**config.mk**
```make
export PLATFORM = sky130hd
export DESIGN_NAME = mode_led_blinker
export DESIGN_NICKNAME = d
export VERILOG_FILES = /design/src/rtl/mode_led_blinker_pkg.sv /design/src/rtl/mode_led_blinker_interval_counter.sv /design/src/rtl/mode_led_blinker.sv
export SDC_FILE = /design/constraint.sdc
export NUM_CORES = 1
export LEC_CHECK = 0
export BUFFER_PORTS_ARGS = -buffer_cell sky130_fd_sc_hd__buf_2
export CAP_MARGIN = 20
export CORE_ASPECT_RATIO = 1.4
export CORE_MARGIN = 1.5
export CORE_UTILIZATION = 45
export CTS_CLUSTER_DIAMETER = 150
export DETAILED_ROUTE_END_ITERATION = 7
export GPL_ROUTABILITY_DRIVEN = 1
export PLACE_DENSITY = 0.68
export SETUP_SLACK_MARGIN = 0.3
export SLEW_MARGIN = 0
export SYNTH_ARGS = -nofsm -noshare
export SYNTH_HDL_FRONTEND = slang
export SYNTH_SLANG_ARGS = --single-unit
```
**constraint.sdc**
```tcl
create_clock -name CK -period 2.74 [get_ports CK]
set_input_delay 0.137 -clock CK [delete_from_list [all_inputs] [get_ports CK]]
set_output_delay 0.137 -clock CK [all_outputs]
set_load 0.01 [all_outputs]
```
**src/rtl/mode_led_blinker_pkg.sv**
```systemverilog
// Board-wide constants for the blink-code LED driver, plus a small helper
// that sizes the tick counter from the longest interval.
package mode_led_blinker_pkg;

    localparam int CLK_HZ            = 27_000_000;
    localparam int DEF_TICKS_ON      = 2_700_000;
    localparam int DEF_TICKS_OFF     = 5_400_000;
    localparam int DEF_TICKS_GAP     = 21_600_000;
    localparam int DEF_CODE_W        = 4;
    localparam int DEF_LED_ACTIVE_LO = 1;

    function automatic int max3(input int a, input int b, input int c);
        int m;
        m = a;
        if (b > m) m = b;
        if (c > m) m = c;
        return m;
    endfunction

endpackage

```
**src/rtl/mode_led_blinker_interval_counter.sv**
```systemverilog
// Tick counter that runs 0..i_last, flags the terminal cycle and wraps to 0;
// i_clr restarts it from 0 on the next cycle.
module mode_led_blinker_interval_counter #(
    parameter int W = 8
) (
    input  logic         i_clk,
    input  logic         i_rst,
    input  logic         i_clr,
    input  logic [W-1:0] i_last,
    output logic         o_tc
);

    logic [W-1:0] r_cnt;

    assign o_tc = (r_cnt == i_last);

    always_ff @(posedge i_clk) begin
        if (i_rst) begin
            r_cnt <= '0;
        end else if (i_clr || o_tc) begin
            r_cnt <= '0;
        end else begin
            r_cnt <= r_cnt + 1'b1;
        end
    end

endmodule

```
**src/rtl/mode_led_blinker.sv**
```systemverilog
// Shows a small value on one LED as N short blinks followed by a long dark
// gap, repeating; i_load restarts the frame at once with the current i_code.
module mode_led_blinker
    import mode_led_blinker_pkg::*;
#(
    parameter int TICKS_ON       = DEF_TICKS_ON,
    parameter int TICKS_OFF      = DEF_TICKS_OFF,
    parameter int TICKS_GAP      = DEF_TICKS_GAP,
    parameter int CODE_W         = DEF_CODE_W,
    parameter int LED_ACTIVE_LOW = DEF_LED_ACTIVE_LO
) (
    input  logic              CK,
    input  logic              RST,
    input  logic [CODE_W-1:0] i_code,
    input  logic              i_load,
    output logic              o_led,
    output logic              o_busy,
    output logic              o_frame
);

    localparam int CNT_W = $clog2(max3(TICKS_ON, TICKS_OFF, TICKS_GAP) + 1);
    localparam logic [CNT_W-1:0] LAST_ON  = CNT_W'(TICKS_ON - 1);
    localparam logic [CNT_W-1:0] LAST_OFF = CNT_W'(TICKS_OFF - 1);
    localparam logic [CNT_W-1:0] LAST_GAP = CNT_W'(TICKS_GAP - 1);
    localparam logic             LED_INV  = (LED_ACTIVE_LOW != 0);

    typedef enum logic [1:0] {
        ST_GAP = 2'd0,
        ST_ON  = 2'd1,
        ST_OFF = 2'd2
    } state_t;

    state_t            r_state, w_state_nxt;
    logic [CODE_W-1:0] r_rem, w_rem_nxt;
    logic              r_frame, w_frame_nxt;
    logic [CNT_W-1:0]  w_last;
    logic              w_tc;

    always_comb begin
        case (r_state)
            ST_ON:   w_last = LAST_ON;
            ST_OFF:  w_last = LAST_OFF;
            default: w_last = LAST_GAP;
        endcase
    end

    mode_led_blinker_interval_counter #(.W(CNT_W)) u_cnt (
        .i_clk  (CK),
        .i_rst  (RST),
        .i_clr  (i_load),
        .i_last (w_last),
        .o_tc   (w_tc)
    );

    // A load behaves exactly like the end of a gap: sample the code and
    // start a new frame, dark again if the code is zero.
    always_comb begin
        w_state_nxt = r_state;
        w_rem_nxt   = r_rem;
        w_frame_nxt = 1'b0;
        if (i_load || (w_tc && (r_state == ST_GAP))) begin
            w_frame_nxt = 1'b1;
            w_rem_nxt   = i_code;
            w_state_nxt = (i_code == '0) ? ST_GAP : ST_ON;
        end else if (w_tc) begin
            case (r_state)
                ST_ON: w_state_nxt = ST_OFF;
                ST_OFF: begin
                    if (r_rem == CODE_W'(1)) begin
                        w_state_nxt = ST_GAP;
                    end else begin
                        w_rem_nxt   = r_rem - 1'b1;
                        w_state_nxt = ST_ON;
                    end
                end
                default: w_state_nxt = r_state;
            endcase
        end
    end

    always_ff @(posedge CK) begin
        if (RST) begin
            r_state <= ST_GAP;
            r_rem   <= '0;
            r_frame <= 1'b0;
        end else begin
            r_state <= w_state_nxt;
            r_rem   <= w_rem_nxt;
            r_frame <= w_frame_nxt;
        end
    end

    assign o_led   = (r_state == ST_ON) ^ LED_INV;
    assign o_busy  = (r_state == ST_ON) || (r_state == ST_OFF);
    assign o_frame = r_frame;

endmodule

```
==> results of run 1 <==
## worst paths after layout
path                              from  depth (start not counted)                          to
max            r_state[0]$_SDFFE_PP0P_                          9  u_cnt.r_cnt[10]$_SDFF_PP0_
min                                RST                          2       r_rem[0]$_SDFFE_PP0P_
max reg2reg    r_state[0]$_SDFFE_PP0P_                          9  u_cnt.r_cnt[10]$_SDFF_PP0_
min reg2reg  u_cnt.r_cnt[0]$_SDFF_PP0_                          1   u_cnt.r_cnt[0]$_SDFF_PP0_
## cell families after synthesis
logic type                 share of synthesized area [%]
buffers and inverters                              5.787
AOI/OAI and AO/OA                                  11.36
adders and majority gates                          4.395
and+or+nand+nor                                    27.99
DFF                                                37.51
muxes                                              1.172
xor gates and xnor gates                           11.80
## area by class of cell
type | count | share of cell area [%]
clock buffers | 7 | 4.603
well taps | 42 | 2.802
clock inverters | 1 | 0.4003
multi-input cells | 144 | 51.97
inverters | 11 | 2.201
repair buffers | 11 | 3.869
flip-flops and latches | 32 | 34.16
## routing by layer
layer	vias up	GRT usage, %	wire (um)
li1	699	-	-
met1	626	19.90	1413
met2	17	30.95	1688
met3	5	4.314	87
met4	0	9.485	67
met5	-	0	0
## cells in the final DEF, fill, tap and decap left out, types with 3 or more instances in the layout
cell type / instances
nor2_1: 36
dfxtp_1: 32
xor2_1: 14
inv_1: 11
nand3_1: 10
nand2_1: 10
xnor2_1: 9
buf_2: 9
ha_1: 6
clkbuf_8: 6
nand4_1: 5
and4_1: 5
o21ai_0: 4
and3_1: 4
nor2b_1: 3
a31oi_1: 3
nor4_1: 3
## flip-flops by register name (all words and copies together) (netlist names)
register,count
r_rem,4
r_state,2
u_cnt.r_cnt,25
o_frame,1
## per-stage QoR
stage / setup slack, ns / area (um^2) / instances
after floorplan: 0.5693 / 1708 / 195
after global placement: 0.4794 / 1755 / 239
after detailed placement: 0.4009 / 1755 / 239
after CTS: 0.3939 / 1849 / 247
after global routing: 0.2886 / 1876 / 248
final: 0.4986 / 1876 / 248
## report_power, final
group          internal [mW]  leakage [nW]  switching (mW)
registers              0.474         0.259         0.00959
logic                 0.0321         0.391          0.0406
clock network          0.204        0.0445           0.173
## what timing repair did
action | in CTS | in global routing
endpoints found under the setup margin | 0 | 28
gates resized for setup | 0 | 4
setup buffers | 0 | 1
==> impl_metrics.yaml, run 1 <==
finish:
  final_nets: 218
  area_growth_pct: 9.817
  multiInputGateArea_um2: 974.7
  drive_above_1_share_pct: 12.14
  diodes: 0
  ff_latch_area_um2: 640.6
  finish.utilization_pct: 51.48
  fillers: 378
route:
  drt_first_pass_iters: 4
  detail-route-antenna-nets: 0
  drc: 0
  viasPerCell: 5.431
  wl_per_cell_um: 13.13
  vias: 1347
  drt_iter0_markers: 37
  wirelength_um: 3255
critical_path:
  critPathLaunchType: "register"
  cp-end-kind: "register"
  critPathTopFamily: "simple AND/OR/NAND/NOR gates"
  worst_path_max_delay_cell: "dfxtp_1"
  crit_chain: "inv_1 -> ha_1 -> nor4bb_1 -> o22ai_1 -> a221oi_4 -> and2_4 -> nand2b_1 -> buf_12 -> nor2b_1"
  worst-path-buf-inv: 2
  slowest_delay_ns: 0.38
  path_max_fanout: 25
  path_class: "register to register"
  cp.required_ns: 2.92
  rrSetupSlack_ns: 0.50
  worst_ep_arrival_time_ns: 2.42
logic_synthesis:
  synthTopCellsByArea: "dfxtp_1 (38%), nor2_1 (7.9%), xor2_1 (7.2%), xnor2_1 (4.6%), ha_1 (4.4%)"
  ys_seq_elements: 32
  synth_ff_type: "dfxtp_1"
  yosys.area.top_type_share_pct: 37.51
  synthCells: 195
  ys_seq_area_share_pct: 37.51
  synthesis.area_um2: 1708
  ys_warn_count: 0
  synth_cell_type_count: 46
  synth_top_cells_by_count: "nor2_1 (36), dfxtp_1 (32), xor2_1 (14)"
  synth.most_common_cell: "nor2_1"
  ys_async_sr_fraction_pct: 0
  synth_edf_count: 0
  avgSynthCellArea_um2: 8.758
  yosysTopAreaCell: "dfxtp_1"
  synth_nets: 208
clock_network:
  ctsHoldBuffers: 0
  cts_tree: "yes"
  cts_root_buf: "clkbuf_8"
  numCtsBuffers: 5
  clockBufferDepth: 2
  cts_sinks: 32
  clock_latency_ns: 0.28
  cts_max_level: 2
  clk_pin_slew_ns: 0.07
sta:
  hold_ws_ns: 0.1208
  timing.slew.headroom_pct: 75.42
  clock-skew-final_ns: 0.003349
  finalSetupTns_ns: 0
  timing.final.crit_share_pct: 81.80
  rsz0062_at_grt: "no"
  tightest_slew_ns: 0.3593
  setup_violations: 0
  fmax_mhz: 446.1
  slew_viol_final: 0
  min_period_ns: 2.241
  hold_violations: 0
place:
  hpwlAfterDp_um: 2334
  gp_congestion: 0.7835
  numPortBuffers: 9
status:
  status: "finished, final reports clean"
global_routing:
  grt_max_degree: 26
  track_usage_pct: 17.98
  antenna_found_initial: 0
  grt_overflow: 0
  grt_pass1_vias: 1264
  grt_pass1_wl_um: 5354
floorplan:
  core-area_um2: 3643
  die_height_um: 75.89
  initial_utilization_pct: 46.88
  fp.dieW_um: 55.07
  io_pins: 10
  die_area_um2: 4179
  placementRows: 26
power:
  p_per_area_nw_per_um2: 497.9
  finalPower_uw: 933.8
  power_leakage_nw: 0.6949
  vdd_ir_drop_max_mv: 0.3833
job:
  cap_violations: 0
worst_hold_path:
  hold_path.class: "input pin to register"
No activity file was read; power rests on OpenSTA's default activity.
==> inputs of run 2 (changes only) <==
Settings changed: ABC_AREA set to 1.
Clock period 2.74 ns to 2.1 ns, I/O delays scaled along.
==> run 2 against run 1 <==
Net effect:
- the flow now finishes with violations (DRC)
- total power increased by 40%
- combinational power grew to 2.6 times the previous value
- die area up 10%
- synthesized cell count grew 44%
- hold slack worse by 0.099 ns
- first-iteration DRC count rose to 2.8 times the previous value
- via count is 33% higher
- sequential power is 30% higher
- clock skew is 0.0040 ns higher
- register-to-register slack worse by 0.24 ns
- largest cell class unchanged
==> impl_metrics.yaml, run 2 <==
logic_synthesis:
  avgSynthCellArea_um2: 6.728
  synth_top_cells_by_count: "nand2_1 (65), nor2_1 (44), inv_1 (34)"
  synthCells: 281
  yosys.area.top_type_share_pct: 33.88
  synth_edf_count: 0
  synthTopCellsByArea: "dfxtp_1 (34%), nand2_1 (13%), nor2_1 (8.7%), inv_1 (6.8%), nand3_1 (4.5%)"
  ys_async_sr_fraction_pct: 0
  ys_seq_elements: 32
  ys_warn_count: 0
  synthesis.area_um2: 1891
  synth_nets: 294
  ys_seq_area_share_pct: 33.88
  yosysTopAreaCell: "dfxtp_1"
  synth_ff_type: "dfxtp_1"
  synth_cell_type_count: 31
  synth.most_common_cell: "nand2_1"
sta:
  fmax_mhz: 542.2
  finalSetupTns_ns: 0
  timing.slew.headroom_pct: 74.87
  timing.final.crit_share_pct: 87.83
  tightest_slew_ns: 0.3737
  min_period_ns: 1.844
  setup_violations: 0
  slew_viol_final: 0
  hold_violations: 0
  rsz0062_at_grt: "yes"
  clock-skew-final_ns: 0.007374
finish:
  top_regs: "u_cnt.r_cnt (25), r_rem (4), r_state (2)"
  drive_above_1_share_pct: 25.97
  multiInputGateArea_um2: 1172
  fillers: 396
  largest_reg_flops: 25
  final_cell_mix: "nand2_1 (60), nor2_1 (40), inv_1 (30), dfxtp_1 (25), nand3_1 (16)"
  largest_register: "u_cnt.r_cnt"
  diodes: 0
  ff_latch_area_um2: 651.9
  area_growth_pct: 20.38
  final_common_cell: "nand2_1"
  final_nets: 320
critical_path:
  critPathLaunchType: "register"
  path_class: "register to register"
  cp.required_ns: 2.33
  path_max_fanout: 8
  worst_ep_arrival_time_ns: 2.08
  cp-end-kind: "register"
power:
  power_leakage_nw: 0.9168
  vdd_ir_drop_max_mv: 0.3389
  finalPower_mw: 1.305
  p_per_area_nw_per_um2: 573.4
global_routing:
  track_usage_pct: 20.47
  grt_pass1_vias: 1708
  grt_pass1_wl_um: 7231
  grt_max_degree: 22
  antenna_found_initial: 0
  grt_overflow: 0
clock_network:
  cts_max_level: 2
  numCtsBuffers: 5
  cts_sinks: 32
  clockBufferDepth: 2
  clock_latency_ns: 0.29
  cts_root_buf: "clkbuf_8"
  clk_pin_slew_ns: 0.07
  cts_tree: "yes"
route:
  wl_per_cell_um: 12.11
  drt_iter0_markers: 104
  drc: 2
  vias: 1796
  viasPerCell: 5.117
  detail-route-antenna-nets: 0
  drt_first_pass_iters: 8
  wirelength_um: 4251
worst_hold_path:
  hold_path.class: "input pin to register"
floorplan:
  io_pins: 10
  die_height_um: 79.69
  initial_utilization_pct: 47.43
  die_area_um2: 4604
  fp.dieW_um: 57.78
  core-area_um2: 3986
  placementRows: 27
place:
  hpwlAfterDp_um: 3166
  gp_congestion: 1.025
  numPortBuffers: 9
status:
  violations: "DRC"
  status: "finished, violations left"
job:
  cap_violations: 0
run 2: through the flow:
stage / instances / instance area [um^2] / hold WS, ns / utilization (%) / setup WS, ns
2_1_floorplan: 281 / 1903 / 0.1741 / - / 0.3230
3_3_place_gp: 331 / 1999 / 0.3309 / 50.16 / 0.09230
3_5_place_dp: 331 / 1999 / 0.3286 / 50.16 / 0.05713
4_1_cts: 346 / 2197 / 0.02049 / 55.12 / 0.2519
5_1_grt: 351 / 2276 / 0.02396 / 57.09 / 0.1288
6_report: 351 / 2276 / 0.02186 / 57.09 / 0.2556
run 2: per-layer routing:
layer | vias to the layer above | GRT usage [%] | part of all wire, %
met4 | 0 | 10.23 | 2.4
met3 | 7 | 3.890 | 4.4
met2 | 37 | 37.39 | 52
met5 | - | 0 | 0
li1 | 938 | - | -
met1 | 814 | 21.79 | 41
run 2: layout make-up:
class	count	share of cell area (%)
Tap cell	43	2.364
Multi-Input combinational cell	206	51.51
Timing Repair Buffer	24	7.257
Clock buffer	8	3.958
Sequential cell	32	28.64
Inverter	38	6.267
run 2: kinds of logic after synthesis:
| kind of cell | after synthesis | share of synthesized area [%] |
|---|---|---|
| buffers and inverters | 43 | 8.868 |
| adder cells (fa/ha/maj) | 6 | 3.971 |
| XOR/XNOR | 9 | 4.170 |
| AO/OA/AOI/OAI | 23 | 7.279 |
| AND/OR/NAND/NOR | 168 | 41.83 |
| flip-flops | 32 | 33.88 |
run 2: path summary, 6_finish.rpt:
| check | start | to | slack [ns] | depth (start not counted) |
|---|---|---|---|---|
| setup reg to reg | r_state[1]$_SDFFE_PP0P_ | r_rem[1]$_SDFFE_PP0P_ | 0.26 | 15 |
| setup / recovery | r_state[1]$_SDFFE_PP0P_ | r_rem[1]$_SDFFE_PP0P_ | 0.26 | 15 |
| hold / removal | RST | o_frame$_SDFF_PP0_ | 0.02 | 2 |
| hold reg to reg | u_cnt.r_cnt[0]$_SDFF_PP0_ | u_cnt.r_cnt[0]$_SDFF_PP0_ | 0.44 | 1 |
run 2: report_power, final:
| group | internal [mW] | switching (mW) |
|---|---|---|
| clock | 0.267 | 0.220 |
| combinational | 0.0784 | 0.108 |
| sequential | 0.622 | 0.00867 |
| total | 0.968 | 0.337 |
run 2: worst max-delay path, cell delays in order, from the launching register on:
cell and delay, ns:
dfxtp_2 0.32, buf_4 0.13, ha_4 0.18, nor2_1 0.14, nand2_1 0.07, nand2_1 0.07, nand2_1 0.05, nor2_1 0.13
nand3_2 0.14, nand2_4 0.12, nand2_4 0.08, nand2_4 0.07, nand2_4 0.08, nand2_2 0.09, nand2_2 0.04, nor2_1 0.09
run 2: timing repair:
item                                    4_1_cts  5_1_grt
resized for setup                            17       16
hold buffers                                  0        0
setup buffers                                 7        5
endpoints found under the setup margin       31       32
pin swaps                                    10       11
==> inputs of run 3 (changes only) <==
Settings changed: REMOVE_ABC_BUFFERS set to 1.
==> run 3 against run 2 <==
Net effect:
- the run still ends with DRC left
- total power increased by 1.1%
- sequential cell count stayed put
- global-route usage is 0.14 points higher
- clock-buffer cell count unchanged
- clock skew decreased by 0.0019 ns
- maximum frequency down 2.4%
- critical path type unchanged
- largest power group unchanged
- hold slack better by 0.0065 ns
- cell area is 1.5% lower
- first-iteration DRC count decreased by 37%
- combinational power increased by 9.7%
==> impl_metrics.yaml, run 3 (synthesis gave the netlist of run 2 again) <==
floorplan:
  placementRows: 27
  io_pins: 10
  fp.dieW_um: 57.78
  die_area_um2: 4604
  die_height_um: 79.69
  core-area_um2: 3986
  initial_utilization_pct: 47.43
clock_network:
  clock_latency_ns: 0.28
  numCtsBuffers: 5
  cts_root_buf: "clkbuf_8"
  clockBufferDepth: 2
  ctsHoldBuffers: 0
  cts_sinks: 32
  clk_pin_slew_ns: 0.06
  cts_max_level: 2
  cts_tree: "yes"
route:
  wl_per_cell_um: 12.37
  vias: 1770
  drt_iter0_markers: 66
  wirelength_um: 4242
  drt_first_pass_iters: 6
  detail-route-antenna-nets: 0
  drc: 1
  viasPerCell: 5.160
finish:
  final_cell_mix: "nand2_1 (60), nor2_1 (39), inv_1 (30), dfxtp_1 (26), nand3_1 (16)"
  final_common_cell: "nand2_1"
  ff_latch_area_um2: 650.6
  final_nets: 312
  fillers: 394
  largest_register: "u_cnt.r_cnt"
  top_regs: "u_cnt.r_cnt (25), r_rem (4), r_state (2)"
  area_growth_pct: 18.60
  largest_reg_flops: 25
  diodes: 0
  multiInputGateArea_um2: 1192
  drive_above_1_share_pct: 23.33
worst_hold_path:
  whs_path_depth: 2
  hold_path.class: "input pin to register"
sta:
  slew_viol_final: 0
  rsz0062_at_grt: "yes"
  timing.slew.headroom_pct: 75.93
  min_period_ns: 1.890
  tightest_slew_ns: 0.3580
  setup_violations: 0
  layout_setup_ws_ns: 0.2096
  finalSetupTns_ns: 0
  hold_ws_ns: 0.02837
  timing.final.crit_share_pct: 90.02
  clock-skew-final_ns: 0.005434
  fmax_mhz: 529.0
  hold_violations: 0
status:
  status: "finished, violations left"
  violations: "DRC"
place:
  hpwlAfterDp_um: 3092
  numPortBuffers: 9
  gp_congestion: 0.9382
  pre_cts_ws_ns: 0.1067
global_routing:
  track_usage_pct: 20.61
  grt_max_degree: 26
  grt_pass1_wl_um: 7231
  antenna_found_initial: 0
  grt_overflow: 0
  grt_pass1_vias: 1658
power:
  vdd_ir_drop_max_mv: 0.3905
  power_leakage_nw: 0.8857
  p_per_area_nw_per_um2: 588.5
job:
  cap_violations: 0
critical_path:
  path_max_fanout: 8
  path_class: "register to register"
  cp.required_ns: 2.33
  rr_worst_depth: 16
  critPathLaunchType: "register"
  worst_ep_arrival_time_ns: 2.12
  cp-end-kind: "register"
[run 3: cell count changes in the layout (fill, tap and decap cells not counted), sizes merged]
cell and delta:
buf -8
[run 3: cell type report]
class	count	area share [%]
Sequential cell	32	29.02
Inverter	38	6.473
Multi-Input combinational cell	206	53.18
Clock buffer	8	4.018
Timing Repair Buffer	16	4.911
Tap cell	43	2.400
[run 3: stage by stage]
stage	total power [mW]	util [%]	cell area [um^2]	std cells
3_3_place_gp	0.8023	49.97	1992	330
4_1_cts	1.321	55.08	2196	343
2_1_floorplan	0.7607	-	1866	276
3_5_place_dp	0.8034	49.97	1992	330
6_report	1.319	56.25	2242	343
5_1_grt	1.392	56.25	2242	343
[run 3: metal layers]
| layer | wire length, um | track usage, % | vias to the layer above |
|---|---|---|---|
| met3 | 143 | 4.052 | 11 |
| met5 | 0 | 0 | - |
| met2 | 2196 | 37.27 | 29 |
| li1 | - | - | 924 |
| met1 | 1745 | 21.70 | 806 |
| met4 | 157 | 11.40 | 0 |
[run 3: critical path, cell delays in order (launching register included)]
cell,delay [ns]
dfxtp_2,0.35
inv_4,0.05
ha_4,0.28
inv_2,0.03
nand2_1,0.04
nand2_1,0.06
nor2_1,0.10
nand2_1,0.07
nor2_1,0.11
nand3_2,0.15
nand2_4,0.13
nand2_4,0.08
nand2_4,0.09
nand2_8,0.08
nand2_4,0.06
nand2_2,0.04
nor2_2,0.09
[run 3: worst paths after layout]
path	start	end	slack, ns
setup / recovery	r_state[0]$_SDFFE_PP0P_	r_rem[2]$_SDFFE_PP0P_	0.21
hold / removal	RST	o_frame$_SDFF_PP0_	0.03
setup reg to reg	r_state[0]$_SDFFE_PP0P_	r_rem[2]$_SDFFE_PP0P_	0.21
hold reg to reg	u_cnt.r_cnt[0]$_SDFF_PP0_	u_cnt.r_cnt[0]$_SDFF_PP0_	0.45
[run 3: what timing repair did]
action                                  in CTS  in global routing
pin swaps                                   10                 12
gates resized for setup                     21                 14
endpoints found under the setup margin      31                 32
cloned                                       0                  0
setup buffers                                5                  0
[run 3: report_power, final]
part / leakage (nW) / internal [mW] / switching (mW)
Combinational: 0.578 / 0.0852 / 0.119
Sequential: 0.262 / 0.623 / 0.00923
Clock: 0.0455 / 0.267 / 0.217
